===== src/rtl/register_file.sv =====
// RV32I integer register file: 2**ADDR_WIDTH x DATA_WIDTH, two combinational reads, one clocked write.
// Optional write-to-read forwarding is enabled by defining REGFILE_BYPASS_EN.
module register_file #(
  parameter int unsigned DATA_WIDTH = 32,
  parameter int unsigned ADDR_WIDTH = 5
) (
  input  logic                  clk,
  input  logic                  reset,
  input  logic [ADDR_WIDTH-1:0] rs1,
  input  logic [ADDR_WIDTH-1:0] rs2,
  input  logic [ADDR_WIDTH-1:0] rd,
  input  logic [DATA_WIDTH-1:0] write_data,
  input  logic                  reg_write,
  output logic [DATA_WIDTH-1:0] read_data1,
  output logic [DATA_WIDTH-1:0] read_data2
);

  localparam int unsigned DEPTH = 1 << ADDR_WIDTH;

  // x0 has no storage; the array starts at index 1
  logic [DATA_WIDTH-1:0] regs_q [DEPTH-1:1];
  logic [DATA_WIDTH-1:0] regs_d [DEPTH-1:1];
  logic                  wr_en_c;

  assign wr_en_c = reg_write && !reset && (rd != '0);

  always_comb begin
    regs_d = regs_q;
    if (wr_en_c) begin
      regs_d[rd] = write_data;
    end
  end

  // Reset has priority over a same-edge write
  always_ff @(posedge clk) begin
    if (reset) begin
      for (int unsigned i = 1; i < DEPTH; i++) begin
        regs_q[i] <= '0;
      end
    end else begin
      regs_q <= regs_d;
    end
  end

  always_comb begin
    read_data1 = '0;
    if (rs1 != '0) begin
`ifdef REGFILE_BYPASS_EN
      if (wr_en_c && (rs1 == rd)) begin
        read_data1 = write_data;
      end else begin
        read_data1 = regs_q[rs1];
      end
`else
      read_data1 = regs_q[rs1];
`endif
    end
  end

  always_comb begin
    read_data2 = '0;
    if (rs2 != '0) begin
`ifdef REGFILE_BYPASS_EN
      if (wr_en_c && (rs2 == rd)) begin
        read_data2 = write_data;
      end else begin
        read_data2 = regs_q[rs2];
      end
`else
      read_data2 = regs_q[rs2];
`endif
    end
  end

endmodule


===== config.mk =====
export PLATFORM = sky130hd
export DESIGN_NAME = register_file
export DESIGN_NICKNAME = d
export VERILOG_FILES = /design/src/rtl/register_file.sv
export SDC_FILE = /design/constraint.sdc
export NUM_CORES = 2
export LEC_CHECK = 0
export ABC_CLOCK_PERIOD_IN_PS = 2500
export CAP_MARGIN = 5
export CELL_PAD_IN_SITES_DETAIL_PLACEMENT = 0
export CELL_PAD_IN_SITES_GLOBAL_PLACEMENT = 1
export CORE_ASPECT_RATIO = 0.9
export CORE_MARGIN = 3
export CORE_UTILIZATION = 39
export CTS_CLUSTER_SIZE = 24
export DETAILED_ROUTE_END_ITERATION = 8
export PLACE_DENSITY = 0.72
export REMOVE_ABC_BUFFERS = 1
export SYNTH_ARGS = -nofsm -noshare
export SYNTH_HDL_FRONTEND = slang
export SYNTH_SLANG_ARGS = --single-unit

===== constraint.sdc =====
create_clock -name clk -period 2.5 [get_ports clk]
set_input_delay 0.375 -clock clk [delete_from_list [all_inputs] [get_ports clk]]
set_output_delay 0.375 -clock clk [all_outputs]
set_load 0.005 [all_outputs]

==> reports/metrics.yaml <==
grt_pass1_vias: 42790
initial_core_util: 0.3950
p_per_area_nw_per_um2: 586.8
grt_pass1_wl_um: 282000
ys.flop_type: "dfxtp_1"
cts_num_sinks: 992
dieArea_um2: 133800
yosysWarnings: 0
fin_ws_ns: -0.2363
seq_area_frac_synth: 0.3932
min_period_ns: 2.736
fp.dieH_um: 347.4
rsz0062_at_grt: "yes"
status: "finished, violations left"
utilization: 0.4869
path_class: "reg2out"
slew_viol_final: 0
syn_inst: 5600
max_freq_mhz: 365.5
synth-seq-cells: 992
insertion_delay_ns: 0.70
place.gp.congestion: 0.8574
synthSimpleGateAreaFrac: 0.1646
p_sw_mw: 9.161
ys_types: 41
setup_viol: 64
track_usage: 0.2774
final_cell_mix: "nand2_1 (1699), dfxtp_1 (910), a21oi_1 (834)"
overflow: 0
p_int_mw: 27.36
pin_count: 114
switching_share: 0.2508
synth_edf_count: 0
largest-register: "regs_q"
dpl.hpwl_um: 122300
peakVddDrop_uv: 547.5
largest_reg_flops: 992
synth.avg_cell_area_um2: 9.018
antenna_cells: 0
endpoint_kind: "output port"
drtIter0Drc: 5225
synth.area.mux_share: 0.2632
final_common_cell: "nand2_1"
synth_area_um2: 50500
coreArea_um2: 127800
area_growth_pct: 23.25
start_kind: "register"
finClkSkew_ns: 0
clkTransAtPathRegs_ns: 0.06
clockRootBuffer: "clkbuf_16"
detail-route-antenna-nets: 0
grt_max_degree: 158
num-nets-final: 5798
clockPowerShare: 0.461
design_area_um2: 62240
hold_slack_ns: 0.4602
synth_top_family_by_area: "multiplexers"
critical_path_arrival_ns: 2.36
hold_violations: 0
routedWlPerCell_um: 25.34
vias: 44580
drive_gt1_frac: 0.2774
wl_um: 190900
power_leakage_nw: 21.16
hp-class: "reg2reg"
htreeDepth: 3
combPwrFrac: 0.104
tritoncts: "done"
avgViaCountPerCell: 5.917
placed_area_um2: 57070
synth-compound-area-share: 0.1227
tightest_slew_ns: 0.8677
synthAdderAreaFrac: 0
crit_fanout: 2
firstDrtPassIters: 5
relSlewSlack: 0.4215
port_buffers: 113
cp.required_ns: 2.12
violations: "setup timing"
cts_max_path_buffers: 3
drc_errors: 0
antenna_found_initial: 2
reg.largest.list: "regs_q: 992 flops"
cap_violations: 0
synth_xor_area_frac: 0
rows: 124
seq_power_share: 0.436
die_w_um: 385.3
period_share: 1.095
async_flop_share: 0
cts_buffers: 105
stage by stage:
stage / TNS [ns] / worst slack (ns) / std cells / power, mW
finish: -10.62 / -0.2363 / 7534 / 36.52
global route: -14.86 / -0.3101 / 7534 / 37.49
CTS: -13.24 / -0.2991 / 7534 / 36.60
detailed placement: -40.65 / -1.041 / 7350 / 19.82
global placement: -41.15 / -1.150 / 7350 / 19.81
floorplan: -64.10 / -0.5961 / 5027 / 17.10
layer usage:
metal  vias up  global-route usage  wire length, µm
li1      19910                   -                -
met1     22150              0.4005            83090
met2      2175              0.4189            83990
met3       340             0.04929            17260
met4         0             0.09219             6566
met5         -                   0                0
Yosys cell counts (2+ instances only):
cell type,number,area (µm²)
o22ai_1,192,1201
mux2i_1,320,3203
mux4_2,384,8648
nand2_1,1728,6486
and3b_1,3,26.28
nand3_1,3,15.01
mux2_2,128,1441
or3b_2,2,17.52
nand3b_1,5,37.54
a2111oi_0,64,560.5
nand4bb_1,3,33.78
buf_1,5,18.77
buf_12,4,80.08
nor3_1,65,325.3
nor2_8,5,100.1
nor2_1,204,765.7
dfxtp_1,992,19860
and2_1,2,12.51
nor2_2,6,37.54
buf_2,157,785.8
nand2_2,30,187.7
a21oi_2,30,262.8
nor4b_4,2,47.55
buf_4,52,390.4
buf_6,31,349.1
a21oi_1,834,4174
nor3b_1,4,30.03
clkbuf_1,324,1216
nand2b_1,8,50.05
or2_2,2,12.51
what timing repair did:
action	4_1_cts	5_1_grt
pin swaps	40	26
resized for setup	635	84
hold buffers	1	0
endpoints found under the hold margin	3	0
endpoints found under the setup margin	64	64
buffers inserted	1	1
cloned	0	0
power by group through the flow:
stage	sequential (mW)	clock, mW	combinational [mW]
2_1_floorplan	16.3	0	0.842
6_report	15.9	16.8	3.79
3_3_place_gp	16.3	0	3.55
4_1_cts	15.9	17.0	3.70
5_1_grt	15.9	17.6	3.92
3_5_place_dp	16.3	0	3.55
path summary, 6_finish.rpt:
kind / startpoint / to / slack (ns) / cells after the start
worst min register to register: regs_q[927]$_SDFFE_PP0P_ / regs_q[927]$_SDFFE_PP0P_ / 0.46 / 2
worst max-delay path: regs_q[269]$_SDFFE_PP0P_ / read_data1[13] / -0.24 / 7
worst max register to register: regs_q[414]$_SDFFE_PP0P_ / regs_q[414]$_SDFFE_PP0P_ / 1.78 / 3
worst min-delay path: regs_q[927]$_SDFFE_PP0P_ / regs_q[927]$_SDFFE_PP0P_ / 0.46 / 2
final cells by class:
class,count,area (µm²)
Tap cell,1701,2128
Clock inverter,30,471.7
Fill cell,11800,65600
Clock buffer,162,3188
Multi-Input combinational cell,4035,29610
Sequential cell,992,19960
Timing Repair Buffer,614,6882
worst max-delay path, cell delays in order (launching register included):
cell	delay, ns
dfxtp_2	0.32
buf_6	0.11
mux4_2	0.45
mux2_4	0.29
o22ai_4	0.10
buf_6	0.14
nor3_4	0.06
buf_2	0.17
logic make-up after synthesis:
logic type / Yosys count
buf+inv: 573
compound gates: 1120
simple gates: 2083
flops: 992
mux: 832
(Power assumes the default switching activity.)
